## config.mk

```make
export PLATFORM = sky130hd
export DESIGN_NAME = nmc_feature_buf
export DESIGN_NICKNAME = d
export VERILOG_FILES = /design/src/rtl/nmc_feature_buf_pkg.sv /design/src/rtl/nmc_fbuf_rdport.sv /design/src/rtl/nmc_feature_buf.sv
export SDC_FILE = /design/constraint.sdc
export NUM_CORES = 1
export LEC_CHECK = 0
export ABC_CLOCK_PERIOD_IN_PS = 53000
export BUFFER_PORTS_ARGS = -buffer_cell sky130_fd_sc_hd__buf_2
export CAP_MARGIN = 0
export CORE_UTILIZATION = 40
export CTS_CLUSTER_DIAMETER = 80
export DETAILED_ROUTE_END_ITERATION = 8
export MAX_ROUTING_LAYER = met4
export SLEW_MARGIN = 20
export SYNTH_ARGS = -nofsm -noshare
export SYNTH_HDL_FRONTEND = slang
export SYNTH_SLANG_ARGS = --single-unit
```

## constraint.sdc

```tcl
create_clock -name clk -period 53 [get_ports clk]
set_input_delay 13.25 -clock clk [delete_from_list [all_inputs] [get_ports clk]]
set_output_delay 13.25 -clock clk [all_outputs]
set_load 0.05 [all_outputs]
```

## src/rtl/nmc_feature_buf_pkg.sv

```systemverilog
// Shared NMC feature-buffer types and defaults (float_t, feature_t, bank index, RD_LAT check).
// Optional statistics counters in nmc_feature_buf are enabled by NMC_FEATURE_BUF_STAT_EN.
`ifndef NMC_FEATURE_BUF_PKG_SV
`define NMC_FEATURE_BUF_PKG_SV

`ifndef N_FEATURE
`define N_FEATURE 16
`endif
`ifndef N_PART_FEATURE
`define N_PART_FEATURE 4
`endif

`define NMC_FBUF_RD_LAT_OK(l) (((l) == 1) || ((l) == 2))

package nmc_feature_buf_pkg;
    typedef logic [31:0] float_t;
    typedef float_t [`N_FEATURE-1:0] feature_t;

    localparam int NMC_FBUF_N_CHUNK = 8;
    localparam int NMC_FBUF_N_BANK  = 2;

    function automatic int clog2_min1(input int n);
        return (n > 1) ? $clog2(n) : 1;
    endfunction

    localparam int FBUF_BANK_W = clog2_min1(NMC_FBUF_N_BANK);
    typedef logic [FBUF_BANK_W-1:0] fbuf_bank_t;
endpackage

`endif

```

## src/rtl/nmc_fbuf_rdport.sv

```systemverilog
// One partition read port: bank/partition mux, ce gating and RD_LAT output pipe.
// Idle ports still shift zeros through the pipe so rddata reads 0 when not valid.
module nmc_fbuf_rdport
    import nmc_feature_buf_pkg::*;
#(
    parameter int N_PART = 4,
    parameter int N_BANK = 2,
    parameter int RD_LAT = 1,
    parameter int AW     = 2,
    parameter int BW     = 1
) (
    input  logic                   clk,
    input  logic                   rst,
    input  logic                   avail,
    input  logic                   ce,
    input  logic [AW-1:0]          addr,
    input  logic [BW-1:0]          rbank,
    input  float_t [N_PART-1:0]    part [N_BANK],
    output float_t                 rddata,
    output logic                   rddata_vld
);
    logic                issue;
    float_t [N_PART-1:0] sel;
    float_t              d_q [RD_LAT];
    logic [RD_LAT-1:0]   v_q;

    assign issue = ce & avail;
    assign sel   = part[rbank];

    always_ff @(posedge clk) begin
        if (rst) begin
            for (int k = 0; k < RD_LAT; k++) begin
                d_q[k] <= '0;
            end
            v_q <= '0;
        end else begin
            d_q[0] <= issue ? sel[addr] : '0;
            v_q[0] <= issue;
            for (int k = 1; k < RD_LAT; k++) begin
                d_q[k] <= d_q[k-1];
                v_q[k] <= v_q[k-1];
            end
        end
    end

    assign rddata     = d_q[RD_LAT-1];
    assign rddata_vld = v_q[RD_LAT-1];
endmodule

```

## src/rtl/nmc_feature_buf.sv

```systemverilog
// Multi-bank feature buffer: streamed beat writer, N_PORT partition readers.
// `define NMC_FEATURE_BUF_STAT_EN adds stat_stall / stat_feat counters.
module nmc_feature_buf
    import nmc_feature_buf_pkg::*;
#(
    parameter int N_TOTAL = `N_FEATURE,
    parameter int N_PART  = `N_PART_FEATURE,
    parameter int N_CHUNK = NMC_FBUF_N_CHUNK,
    parameter int N_BANK  = NMC_FBUF_N_BANK,
    parameter int RD_LAT  = 1,
    localparam int N_PORT = N_TOTAL / N_PART,
    localparam int N_BEAT = N_TOTAL / N_CHUNK,
    localparam int AW     = clog2_min1(N_PART)
) (
    input  logic                         clk,
    input  logic                         rst,
    input  logic                         wr_valid,
    output logic                         wr_ready,
    input  float_t [N_CHUNK-1:0]         wr_data,
    input  logic                         wr_last,
    output logic                         rd_avail,
    input  logic                         rd_release,
    input  logic [N_PORT-1:0]            ce,
    input  logic [N_PORT-1:0][AW-1:0]    rdaddr,
    output float_t [N_PORT-1:0]          rddata,
    output logic [N_PORT-1:0]            rddata_vld,
    output logic                         err_len
`ifdef NMC_FEATURE_BUF_STAT_EN
    ,
    output logic [31:0]                  stat_stall,
    output logic [31:0]                  stat_feat
`endif
);
    localparam int BW  = clog2_min1(N_BANK);
    localparam int BTW = clog2_min1(N_BEAT);
    localparam int FCW = $clog2(N_BANK + 1);

    if (!`NMC_FBUF_RD_LAT_OK(RD_LAT)) begin : g_bad_rd_lat
        $error("nmc_feature_buf: RD_LAT must be 1 or 2");
    end

    float_t [N_CHUNK-1:0] mem [N_BANK][N_BEAT];
    float_t [N_TOTAL-1:0] flat [N_BANK];

    logic [BW-1:0]  wbank, rbank;
    logic [BTW-1:0] beat;
    logic [FCW-1:0] full_cnt;
    logic           accept, final_beat, commit, early_last, release_ok;

    assign wr_ready   = full_cnt < FCW'(N_BANK);
    assign rd_avail   = full_cnt != '0;
    assign accept     = wr_valid & wr_ready;
    assign final_beat = beat == BTW'(N_BEAT - 1);
    assign commit     = accept & final_beat;
    assign early_last = accept & wr_last & ~final_beat;
    assign release_ok = rd_release & rd_avail;

    // Storage is never reset; only the pointers decide what is valid.
    always_ff @(posedge clk) begin
        if (accept) begin
            mem[wbank][beat] <= wr_data;
        end
    end

    always_ff @(posedge clk) begin
        if (rst) begin
            wbank    <= '0;
            rbank    <= '0;
            beat     <= '0;
            full_cnt <= '0;
            err_len  <= 1'b0;
        end else begin
            if (accept) begin
                beat <= (final_beat | wr_last) ? '0 : beat + BTW'(1);
            end
            if (commit) begin
                wbank <= wbank + BW'(1);
            end
            if (release_ok) begin
                rbank <= rbank + BW'(1);
            end
            if (commit & ~release_ok) begin
                full_cnt <= full_cnt + FCW'(1);
            end else if (release_ok & ~commit) begin
                full_cnt <= full_cnt - FCW'(1);
            end
            if (early_last | (commit & ~wr_last)) begin
                err_len <= 1'b1;
            end
        end
    end

    always_comb begin
        for (int b = 0; b < N_BANK; b++) begin
            flat[b] = '0;
            for (int bt = 0; bt < N_BEAT; bt++) begin
                flat[b][bt*N_CHUNK +: N_CHUNK] = mem[b][bt];
            end
        end
    end

    for (genvar i = 0; i < N_PORT; i++) begin : g_port
        float_t [N_PART-1:0] part [N_BANK];

        for (genvar b = 0; b < N_BANK; b++) begin : g_bank
            assign part[b] = flat[b][i*N_PART +: N_PART];
        end

        nmc_fbuf_rdport #(
            .N_PART (N_PART),
            .N_BANK (N_BANK),
            .RD_LAT (RD_LAT),
            .AW     (AW),
            .BW     (BW)
        ) u_rdport (
            .clk        (clk),
            .rst        (rst),
            .avail      (rd_avail),
            .ce         (ce[i]),
            .addr       (rdaddr[i]),
            .rbank      (rbank),
            .part       (part),
            .rddata     (rddata[i]),
            .rddata_vld (rddata_vld[i])
        );
    end

`ifdef NMC_FEATURE_BUF_STAT_EN
    always_ff @(posedge clk) begin
        if (rst) begin
            stat_stall <= '0;
            stat_feat  <= '0;
        end else begin
            if (wr_valid & ~wr_ready & ~&stat_stall) begin
                stat_stall <= stat_stall + 32'd1;
            end
            if (commit & ~&stat_feat) begin
                stat_feat <= stat_feat + 32'd1;
            end
        end
    end
`endif
endmodule

```

==> flow_summary.json <==
{
  "period_needed_ns": 16.74,
  "drtIter0Drc": 1495,
  "period_share_pct": 31.6,
  "cts_tree": "built",
  "top_level_ports": 408,
  "route.detailed.drc": 0,
  "die_width_um": 324,
  "powerDensity_mw_per_mm2": 46.6,
  "finalHoldViolations": 0,
  "synthesis.nets": 1950,
  "row_count": 117,
  "vias": 18900,
  "start_util_pct": 40.5,
  "detail_route.wirelength_um": 91300,
  "place_hpwl_um": 55900,
  "rsz0062_at_grt": "false",
  "instances_no_fill": 3666,
  "path_cells": "buf_2 -> nor2b_1 -> nor3b_2 -> buf_4 -> buf_4 -> buf_4",
  "met3_usage_pct": 5.39,
  "gp_routability_congestion": 0.761,
  "cts.clk_slew.worst_paths_ns": 0.06,
  "nNetsFinal": 2419,
  "synth_cells": 1676,
  "skew_ns": 0.0318,
  "crit_slowest_cell": "buf_4",
  "rrSetupSlack_ns": 48.50,
  "crit_fanout": 69,
  "synth.distinct_cells": 31,
  "setup_viol": 0,
  "layout-drive-gt1-share_pct": 38.9,
  "r2r_cells": 5,
  "clock_latency_ns": 0.69,
  "syn_area_mm2": 0.0415,
  "ant_nets": 0,
  "startpoint_type": "input pin",
  "wl_per_cell_um": 24.9,
  "syn2layout_area_growth_pct": 18.3,
  "busiest_layer": "met2",
  "port_buffers": 407,
  "tightest_slew_ns": 1.15,
  "hold_depth": 2,
  "ys_ff_latch": 1162,
  "cts_htree_levels": 3,
  "numClockSinks": 1162,
  "cp_common_cell": "buf_4",
  "antenna_found_initial": 47,
  "power_leakage_nw": 16.6,
  "timing.rr.end": "g_port[3].u_rdport.d_q[0][18]",
  "ctsHoldBuffers": 0,
  "grt_start_max_net_pins": 139,
  "crit_start": "wr_valid",
  "worst_ir_drop_vdd_mv": 0.0382,
  "slew_headroom_pct": 23.1,
  "n_fill_cell": 8235,
  "cts_setup_buffers": 0,
  "outcome": "finished, final reports clean",
  "ys_warn_count": 0,
  "yosysSeqAreaShare_pct": 80.8,
  "die_h_um": 324,
  "cp_data_required_time_ns": 53.30,
  "rr_startpoint": "rbank",
  "critical_path_class": "in -> reg",
  "use_met1_pct": 22.8,
  "grt_pass1_wl_um": 133000,
  "finalMaxSlewViolations": 0,
  "worstHoldPathType": "reg -> reg",
  "clockBufferDepth": 3,
  "setup_tns_ns": 0,
  "core_area_mm2": 0.102,
  "grt_pass1_vias": 20200,
  "gr-total-overflow": 0,
  "fmaxAchievable_ghz": 0.0597,
  "endpoint": "mem[0][458]",
  "crit_path_end_kind": "flop",
  "drtPass1Iterations": 5,
  "cts_buffers": 118,
  "drv_cap": 0,
  "synth.avg_cell_area_um2": 24.7,
  "gr-usage-met2_pct": 28.4,
  "cts_root_buf": "clkbuf_16",
  "via_per_inst": 5.14,
  "worstPathArrival_ns": 17.04,
  "track_usage_pct": 18.0,
  "dp_cells": 3393,
  "ctsResizeCount": 0,
  "die_area_mm2": 0.105,
  "crit_path_max_incr_delay_ns": 0.91
}
layer usage:
layer / part of all wire [%] / wire length [um]
met5: 0 / 0
met4: 2.0 / 1860
met3: 7.8 / 7160
met2: 49 / 44500
met1: 41 / 37800
cell usage in the layout, fill, tap and decap left out, types with 19 or more instances in the layout:
cell / n
buf_4: 34
edfxtp_1: 1024
dfxtp_1: 137
a22o_1: 128
buf_2: 403
mux4_2: 231
clkinv_2: 20
diode_2: 48
clkbuf_16: 120
clkbuf_1: 29
clkbuf_8: 19
mux4_1: 25
power breakdown:
| group | leakage, nW | switching [mW] | internal [mW] |
|---|---|---|---|
| Sequential | 10.5 | 0.0266 | 1.08 |
| Clock | 1.98 | 0.341 | 0.507 |
| Combinational | 4.12 | 0.190 | 0.141 |
layout make-up:
type / count / area (um2) / area share, %
Sequential cell: 1162 / 33500 / 68.4
Multi-Input combinational cell: 423 / 7310 / 14.9
Clock buffer: 168 / 3370 / 6.88
Timing Repair Buffer: 438 / 2290 / 4.68
Tap cell: 1368 / 1710 / 3.49
Clock inverter: 57 / 692 / 1.41
Antenna cell: 48 / 120 / 0.245
Inverter: 2 / 7.51 / 0.0153
cell families (layout without fill, tap and decap cells):
| family | after synthesis | count (layout) | synth area share [%] |
|---|---|---|---|
| simple gates | 26 | 26 | 0.423 |
| fa+ha+maj | 1 | 1 | 0.0302 |
| compound gates | 134 | 134 | 2.79 |
| buf+inv | 91 | 665 | 1.66 |
| flops | 1162 | 1162 | 80.8 |
| other cells | 0 | 48 | 0 |
| mux | 257 | 257 | 14.2 |
| xor+xnor | 5 | 5 | 0.106 |
flip-flops by register name, indices dropped and copies added, names as in the netlist:
name and flops:
beat 1, wbank 1, mem 1024, rbank 1
full_cnt 2, g_port.u_rdport.d_q 128, g_port.u_rdport.rddata_vld 4, err_len 1
stage by stage:
stage          hold WS, ns  worst slack, ns  total power, mW  instance area, um2  util [%]
2_1_floorplan        0.515            19.79             1.42               41500         -
3_3_place_gp         0.501            35.77             1.46               44800      43.8
3_5_place_dp         0.499            35.57             1.47               44800      43.8
4_1_cts              0.513            36.31             2.31               48900      47.8
5_1_grt              0.536            36.04             2.37               49000      47.9
6_report             0.504            36.26             2.29               49000      47.9
worst min-delay path by stage:
stage,startpoint,to,slack (ns)
6_report,err_len,err_len,0.50
5_1_grt,err_len,err_len,0.54
2_1_floorplan,full_cnt[1],full_cnt[1],0.52
3_3_place_gp,err_len,err_len,0.50
3_5_place_dp,err_len,err_len,0.50
4_1_cts,err_len,err_len,0.51
Yosys cell counts:
cell type | count | area [um2]
clkbuf_2 | 1 | 5.00
buf_6 | 6 | 67.6
o21bai_1 | 1 | 7.51
buf_1 | 7 | 26.3
buf_2 | 29 | 145
and3_1 | 5 | 31.3
clkbuf_1 | 21 | 78.8
a21oi_1 | 2 | 10.0
inv_1 | 2 | 7.51
nor3b_2 | 4 | 50.1
mux4_1 | 25 | 657
edfxtp_1 | 1024 | 30700
nand3b_1 | 1 | 7.51
mux2i_1 | 1 | 10.0
nor2b_1 | 1 | 6.26
mux4_2 | 231 | 5200
buf_12 | 12 | 240
clkbuf_8 | 3 | 41.3
dfxtp_1 | 138 | 2760
or3_1 | 1 | 6.26
and3b_1 | 1 | 8.76
nor3b_1 | 1 | 7.51
ha_1 | 1 | 12.5
buf_4 | 10 | 75.1
and2_1 | 4 | 25.0
a22o_1 | 128 | 1120
o21ba_2 | 1 | 10.0
nor2_1 | 7 | 26.3
o21ai_0 | 2 | 10.0
xor2_1 | 5 | 43.8
or2_2 | 1 | 6.26
critical path, delay by kind of cell:
family	cells	cell delay, ns
and+or+nand+nor	2	0.86
buffers and inverters	4	2.70
(Power assumes the default switching activity.)
